===== config.mk =====
export PLATFORM = sky130hd
export DESIGN_NAME = apuf_crp_sequencer
export DESIGN_NICKNAME = d
export VERILOG_FILES = /design/src/rtl/apuf_pkg.sv /design/src/rtl/apuf_sync2.sv /design/src/rtl/apuf_crp_sequencer.sv
export SDC_FILE = /design/constraint.sdc
export NUM_CORES = 1
export LEC_CHECK = 0
export ABC_AREA = 1
export BUFFER_PORTS_ARGS = -buffer_cell sky130_fd_sc_hd__buf_2
export CORE_MARGIN = 2
export CORE_UTILIZATION = 53
export CTS_CLUSTER_DIAMETER = 80
export DETAILED_ROUTE_END_ITERATION = 10
export HOLD_SLACK_MARGIN = 0.12
export PLACE_DENSITY = 0.79
export SYNTH_ARGS = -nofsm -noshare
export SYNTH_HDL_FRONTEND = slang
export SYNTH_SLANG_ARGS = --single-unit

===== constraint.sdc =====
create_clock -name clk -period 1.77 [get_ports clk]
set_input_delay 0.4425 -clock clk [delete_from_list [all_inputs] [get_ports clk]]
set_output_delay 0.4425 -clock clk [all_outputs]
set_load 0.03 [all_outputs]

===== src/rtl/apuf_pkg.sv =====
// apuf_pkg: shared FSM states, LFSR taps and challenge stepping for the arbiter-PUF sequencer
package apuf_pkg;
  localparam int CHAL_W_DEF = 64;
  localparam logic [CHAL_W_DEF-1:0] LFSR_TAPS = 64'hD800_0000_0000_0000;
  typedef enum logic [2:0] {S_IDLE, S_ARM, S_FIRE, S_RELAX, S_VOTE, S_OUT, S_NEXT} state_t;
  function automatic logic [CHAL_W_DEF-1:0] lfsr_next(input logic [CHAL_W_DEF-1:0] s);
    return s[0] ? ((s >> 1) ^ LFSR_TAPS) : (s >> 1);
  endfunction
endpackage


===== src/rtl/apuf_sync2.sv =====
// apuf_sync2: two-flop synchronizer; clk/rst (sync, active-high), d async in, q synchronized out
module apuf_sync2 (
  input  logic clk,
  input  logic rst,
  input  logic d,
  output logic q
);
  logic r_meta, r_q;
  always_ff @(posedge clk) begin
    r_meta <= rst ? 1'b0 : d;
    r_q    <= rst ? 1'b0 : r_meta;
  end
  assign q = r_q;
endmodule


===== src/rtl/apuf_crp_sequencer.sv =====
// apuf_crp_sequencer: drives arbiter-PUF challenges/trigger, collects responses, emits voted CRPs
// Ports: clk, rst (sync, active-high), run (level enable); c/tigSignal to the PUF;
//   respReady/respBit from the PUF (async, synchronized here); crp_valid/crp_ready handshake
//   carrying crp_chal, crp_resp, crp_ones, crp_timeout.
// APUF_SEQ_MAJORITY_EN: when defined, NUM_EVAL evaluations are majority-voted; otherwise one per CRP.
module apuf_crp_sequencer
  import apuf_pkg::*;
#(
  parameter int CHAL_W = CHAL_W_DEF,
  parameter int NUM_EVAL = 15,
  parameter int SETTLE_CYC = 4,
  parameter int TIMEOUT_CYC = 255,
  parameter logic [CHAL_W-1:0] LFSR_SEED = CHAL_W'(1)
) (
  input  logic              clk,
  input  logic              rst,
  input  logic              run,
  output logic [CHAL_W-1:0] c,
  output logic              tigSignal,
  input  logic              respReady,
  input  logic              respBit,
  output logic              crp_valid,
  input  logic              crp_ready,
  output logic [CHAL_W-1:0] crp_chal,
  output logic              crp_resp,
  output logic [7:0]        crp_ones,
  output logic              crp_timeout
);
  localparam logic [CHAL_W-1:0] SEED = (LFSR_SEED == '0) ? CHAL_W'(1) : LFSR_SEED;
  localparam logic [15:0] SETTLE_LAST = 16'(SETTLE_CYC - 1);
  localparam logic [15:0] TMO_LAST = 16'(TIMEOUT_CYC - 1);
`ifdef APUF_SEQ_MAJORITY_EN
  localparam int OW = 8;
  localparam logic [7:0] EVAL_LAST = 8'(NUM_EVAL - 1);
  localparam logic [7:0] HALF = 8'(NUM_EVAL / 2);
  logic [7:0] r_ev;
`else
  localparam int OW = 1;
  localparam int unused_num_eval = NUM_EVAL;
`endif
  state_t            r_state;
  logic [CHAL_W-1:0] r_c, r_chal;
  logic [15:0]       r_cnt;
  logic [OW-1:0]     r_ones;
  logic [7:0]        r_ones_o;
  logic              r_tig, r_valid, r_resp, r_to, r_to_o;
  logic              w_rdy, w_bit;
  apuf_sync2 u_sync_rdy (.clk(clk), .rst(rst), .d(respReady), .q(w_rdy));
  apuf_sync2 u_sync_bit (.clk(clk), .rst(rst), .d(respBit), .q(w_bit));
  always_ff @(posedge clk) begin
    if (rst) begin
      r_state  <= S_IDLE;
      r_c      <= SEED;
      r_tig    <= 1'b0;
      r_valid  <= 1'b0;
      r_chal   <= '0;
      r_resp   <= 1'b0;
      r_ones_o <= '0;
      r_to_o   <= 1'b0;
      r_cnt    <= '0;
      r_ones   <= '0;
      r_to     <= 1'b0;
`ifdef APUF_SEQ_MAJORITY_EN
      r_ev     <= '0;
`endif
    end else begin
      case (r_state)
        S_IDLE: if (run) begin
          r_state <= S_ARM;
          r_cnt   <= '0;
        end
        S_ARM: if (r_cnt == SETTLE_LAST) begin
          r_state <= S_FIRE;
          r_tig   <= 1'b1;
          r_cnt   <= '0;
        end else r_cnt <= r_cnt + 16'd1;
        // only the first ready cycle is sampled since FIRE is left at once
        S_FIRE: if (w_rdy || r_cnt == TMO_LAST) begin
          r_ones  <= r_ones + OW'(w_rdy & w_bit);
          r_to    <= r_to | ~w_rdy;
          r_tig   <= 1'b0;
          r_cnt   <= '0;
          r_state <= S_RELAX;
        end else r_cnt <= r_cnt + 16'd1;
        S_RELAX: if (!w_rdy || r_cnt == TMO_LAST) begin
          r_cnt <= '0;
          r_to  <= r_to | w_rdy;
`ifdef APUF_SEQ_MAJORITY_EN
          r_ev    <= r_ev + 8'd1;
          r_state <= (r_ev == EVAL_LAST) ? S_VOTE : S_ARM;
`else
          r_valid  <= 1'b1;
          r_chal   <= r_c;
          r_resp   <= r_ones[0];
          r_ones_o <= 8'(r_ones);
          r_to_o   <= r_to | w_rdy;
          r_state  <= S_OUT;
`endif
        end else r_cnt <= r_cnt + 16'd1;
`ifdef APUF_SEQ_MAJORITY_EN
        S_VOTE: begin
          r_valid  <= 1'b1;
          r_chal   <= r_c;
          r_resp   <= r_ones > HALF;
          r_ones_o <= r_ones;
          r_to_o   <= r_to;
          r_state  <= S_OUT;
        end
`endif
        S_OUT: if (crp_ready) begin
          r_valid <= 1'b0;
          r_state <= S_NEXT;
        end
        S_NEXT: begin
          r_c     <= lfsr_next(r_c);
          r_ones  <= '0;
          r_to    <= 1'b0;
          r_cnt   <= '0;
`ifdef APUF_SEQ_MAJORITY_EN
          r_ev    <= '0;
`endif
          r_state <= run ? S_ARM : S_IDLE;
        end
        default: r_state <= S_IDLE;
      endcase
    end
  end
  assign c           = r_c;
  assign tigSignal   = r_tig;
  assign crp_valid   = r_valid;
  assign crp_chal    = r_chal;
  assign crp_resp    = r_resp;
  assign crp_ones    = r_ones_o;
  assign crp_timeout = r_to_o;
endmodule


## Word-level counts from Yosys, hierarchy flattened

Cells that the tools add are included.
W data, S select, Z words.

- Add/subtract/negate cells: 2
- Equality and inequality tests: 12
- Mux-type cells: 24
- Bitwise operators: 5
- Reduce and logical (&&, ||, !) cells: 16

Operator list:

| operator | number |
|---|---|
| $pmux W16 S5 | 1 |
| $mux W16 | 4 |
| $mux W64 | 1 |
| $pmux W3 S6 | 1 |
| $add A16 B1 Y16 const B | 1 |
| $eq A16 B2 Y1 const B | 1 |
| $eq A16 B8 Y1 const B | 1 |
| $mux W3 | 5 |
| $ne A2 B2 Y1 const B | 5 |
| $reduce_and A3 Y1 | 3 |
| $mux W1 | 8 |
| $eq A3 B2 Y1 const B | 2 |
| $eq A3 B3 Y1 const B | 2 |
| $pmux W1 S2 | 3 |
| $reduce_and A2 Y1 | 3 |
| $reduce_bool A2 Y1 | 3 |
| $reduce_and A5 Y1 | 1 |
| $reduce_bool A5 Y1 | 1 |
| $not A3 Y4 | 1 |
| $eq A3 B1 Y1 const B | 1 |
| $logic_not A3 Y1 | 1 |
| $pmux W1 S3 | 1 |
| $reduce_bool A3 Y1 | 1 |
| $logic_or A1 B1 Y1 | 2 |
| other kinds (5) | 6 |

- Bits in registers: 157
- Input bits: 6
- Output and inout port bits: 140

## Longest topological paths before layout

- Depth in word-level cells: 4
- Depth in mapped cells: 11

## By module

A second synthesis with hierarchy kept.

- Cell total of the unflattened synthesis: 657
- Area, all modules: 5863.1 µm²

Modules (own cells, without submodules):

| module | times used | cells an instance | area each (µm²) | seq. area each (µm²) |
|---|---|---|---|---|
| apuf_crp_sequencer | 1 | 645 | 5753.0 | 3062.9 |
| apuf_sync2 | 2 | 6 | 55.1 | 40.0 |

## Least setup slack after synthesis

Ideal clock, no wire load.

- Path kind: flip-flop to flip-flop
- From: register r_cnt[0]
- To: register r_chal[0] (netlist: crp_chal[0])
- Setup time: 0.120 ns
- Arrival: 1.397 ns
- Setup slack: 0.254 ns
- Cell stages (with the launch flop): 10
- Period minus slack after synthesis: 1.516 ns
- Cells stage by stage: dfxtp_1 > inv_1 > ha_1 > nand3_1 > nor2_4 > nand2_4 > a21oi_4 > buf_12 > buf_4 > a21oi_1

- Word-level cells in the longest chain between the ends: 3

Ends and longest elaborated chain:

| element | line | source |
|---|---|---|
| from (decl) | apuf_crp_sequencer.sv:43 | `logic [15:0] r_cnt;` |
| from (signal assigned) | apuf_crp_sequencer.sv:76 | `end else r_cnt <= r_cnt + 16'd1;` |
| from (signal assigned) | apuf_crp_sequencer.sv:84 | `end else r_cnt <= r_cnt + 16'd1;` |
| from (signal assigned) | apuf_crp_sequencer.sv:99 | `end else r_cnt <= r_cnt + 16'd1;` |
| $eq A16 B8 Y1 | apuf_crp_sequencer.sv:85 | `S_RELAX: if (!w_rdy \|\| r_cnt == TMO_LAST) begin` |
| $logic_or A1 B1 Y1 | apuf_crp_sequencer.sv:85 |  |
| $reduce_and A2 Y1 (no line) | n/a |  |
| to (signal assigned) | apuf_crp_sequencer.sv:93 | `r_chal <= r_c;` |
| to (decl) | apuf_crp_sequencer.sv:42 | `logic [CHAL_W-1:0] r_c, r_chal;` |

Every way passes these cells.
A chain may end at the register's enable or synchronous reset.

## Final worst setup path

- From: register r_cnt[0]
- To: register r_chal[50] (netlist: crp_chal[50])

Same word-level chain as after synthesis.

==> flow_metrics.tcl <==
set metrics [dict create \
    layout_common_cells "dfxtp_1, buf_2, inv_1" \
    required_ps 2190 \
    fin_skew_ps 9.96 \
    wire_per_inst_um 15.2 \
    die_area_mm2 0.0121 \
    fill_cells 841 \
    vias 5145 \
    core_mm2 0.0109 \
    regArea_mm2 0.00315 \
    clk_path_buf_depth 2 \
    final_net_count 822 \
    final_core_utilization 0.698 \
    syn_to_final_growth_pct 28.2 \
    synth-seq-cells 157 \
    insertion_delay_ps 540 \
    synth_seq_area_share 0.530 \
    power_mw 9.35 \
    synth-main-ff-cell "dfxtp_1" \
    syn_inst 657 \
    leakagePower_nw 3.25 \
    grt.total_usage 0.223 \
    drv_slew 0 \
    worstPathArrival_ps 2140 \
    overflow 0 \
    tns_ps 0 \
    syn_area_mm2 0.00593 \
    die_w_um 110 \
    layout_commonest_cell "dfxtp_1" \
    clk_pin_slew_ps 60 \
    num_rows 38 \
    ant_nets 0 \
    initial_core_util 0.545 \
    avgSynthCellArea_um2 9.03 \
    worstSetupPathType "reg2reg" \
    clock_sinks 157 \
    yosysWarningCount 0 \
    status "finished, final reports clean" \
    path_max_fanout 8 \
    fin_crit_sh 0.971 \
    wirelength_um 14600 \
    dr.pass1.iters 5 \
    gp_congestion 0.946 \
    synthArstFlopShare 0 \
    post_route_cells_drive_above_1_share 0.338 \
    rsz0062_at_grt "true" \
    synth.distinct_cells 38 \
    finalHoldViolations 0 \
    hold_class "in2reg" \
    grt_pass1_vias 4563 \
    multi_input_area_mm2 0.00214 \
    root_buffer "clkbuf_8" \
    cts-buffers-inserted 17 \
    powerDensity_mw_per_mm2 1230 \
    synth-edff-count 0 \
    fin_crit_ps 1720 \
    startpoint_type "flip-flop" \
    num_io_pins 146 \
    maxCapViolCount 0 \
    io_buffers 138 \
    htree_levels 4 \
    fmax_mhz 582 \
    setup_viol 0 \
    vdd_drop_max_uv 725 \
    grt_antenna_before_repair 0 \
    via_per_inst 5.33 \
    die_h_um 110 \
    drc 0 \
    drt-initial-drc-count 388 \
    cp-end-kind "flip-flop" \
    cts_tree "built" \
    diodes 0 \
    hpwl_um 9240 \
    grt_max_degree 53 \
    grt_pass1_wl_um 21100 \
]
-- cell usage after synthesis (all sizes together), types with 2 or more instances --
master / instances / area, um2
nor3: 2 / 10.0
ha: 2 / 25.0
inv: 96 / 360
nand2: 53 / 209
buf: 22 / 238
o211ai: 2 / 15.0
a21oi: 74 / 569
o22ai: 63 / 394
xnor2: 5 / 43.8
xor2: 5 / 43.8
nand4: 6 / 37.5
o21ai: 77 / 397
dfxtp: 157 / 3140
clkbuf: 21 / 109
nand3: 11 / 77.6
nor2: 55 / 221
-- flip-flops by register name, summed over array words and instances, names as in the netlist, 3 cells and up --
register / flops
r_state: 3
c: 64
crp_chal: 64
r_cnt: 16
-- worst max-delay path, cell delays in order (launching register included) --
cell and delay, ps:
dfxtp_2 340, inv_2 60, ha_2 170, nand3_2 90, nor2_4 110, nand2_4 70, a21oi_4 220, buf_12 190
buf_6 120, clkbuf_16 160, a21oi_2 60
-- worst paths after layout --
path,end,slack (ps),from,cells after the start
max,crp_chal[50],50,r_cnt[0],10
min,r_cnt[12],160,rst,2
max reg2reg,crp_chal[50],50,r_cnt[0],10
min reg2reg,u_sync_rdy.q,420,u_sync_rdy.r_meta,2
-- per-layer routing --
| metal | track usage | vias up | part of all wire |
|---|---|---|---|
| met5 | 0 | - | 0 |
| met2 | 0.378 | 188 | 0.49 |
| met1 | 0.269 | 2436 | 0.43 |
| met3 | 0.0551 | 22 | 0.058 |
| li1 | - | 2499 | - |
| met4 | 0.0886 | 0 | 0.015 |
-- cell type report --
type,instances,share of cell area
well taps,140,0.0230
clock buffers,24,0.0619
clock inverters,7,0.00839
repair buffers,174,0.164
multi-input cells,368,0.281
inverters,96,0.0474
flip-flops and latches,157,0.414
-- stage by stage --
step | worst slack (ps) | std cells | instance area [um2] | hold WS (ps)
after global routing | -39.7 | 966 | 7600 | 169
after detailed placement | 11.1 | 914 | 6700 | 413
after floorplan | 254 | 663 | 5960 | 388
after CTS | 13.4 | 947 | 7260 | 143
final | 51.4 | 966 | 7600 | 157
after global placement | 105 | 914 | 6700 | 394
-- cells by family after synthesis --
logic type / count (synthesis) / share of synthesized area
adder cells (fa/ha/maj): 2 / 0.00422
AO/OA/AOI/OAI: 220 / 0.237
other: 1 / 0.000632
flip-flops: 157 / 0.530
buffers and inverters: 139 / 0.119
AND/OR/NAND/NOR: 128 / 0.0947
XOR/XNOR: 10 / 0.0148
-- report_power, final --
group	leakage, nW	switching [mW]	total [mW]	internal, mW
logic	1.71	1.35	2.10	0.747
registers	1.27	0.169	3.98	3.81
clock network	0.268	1.32	3.27	1.96
-- repair_timing --
action,4_1_cts,5_1_grt
buffers inserted,0,10
endpoints found under the hold margin,2,0
cloned,0,9
pin swaps,1,1
resized for setup,1,19
hold buffers,2,0
setup endpoints to repair,2,62
(Power assumes the default switching activity.)
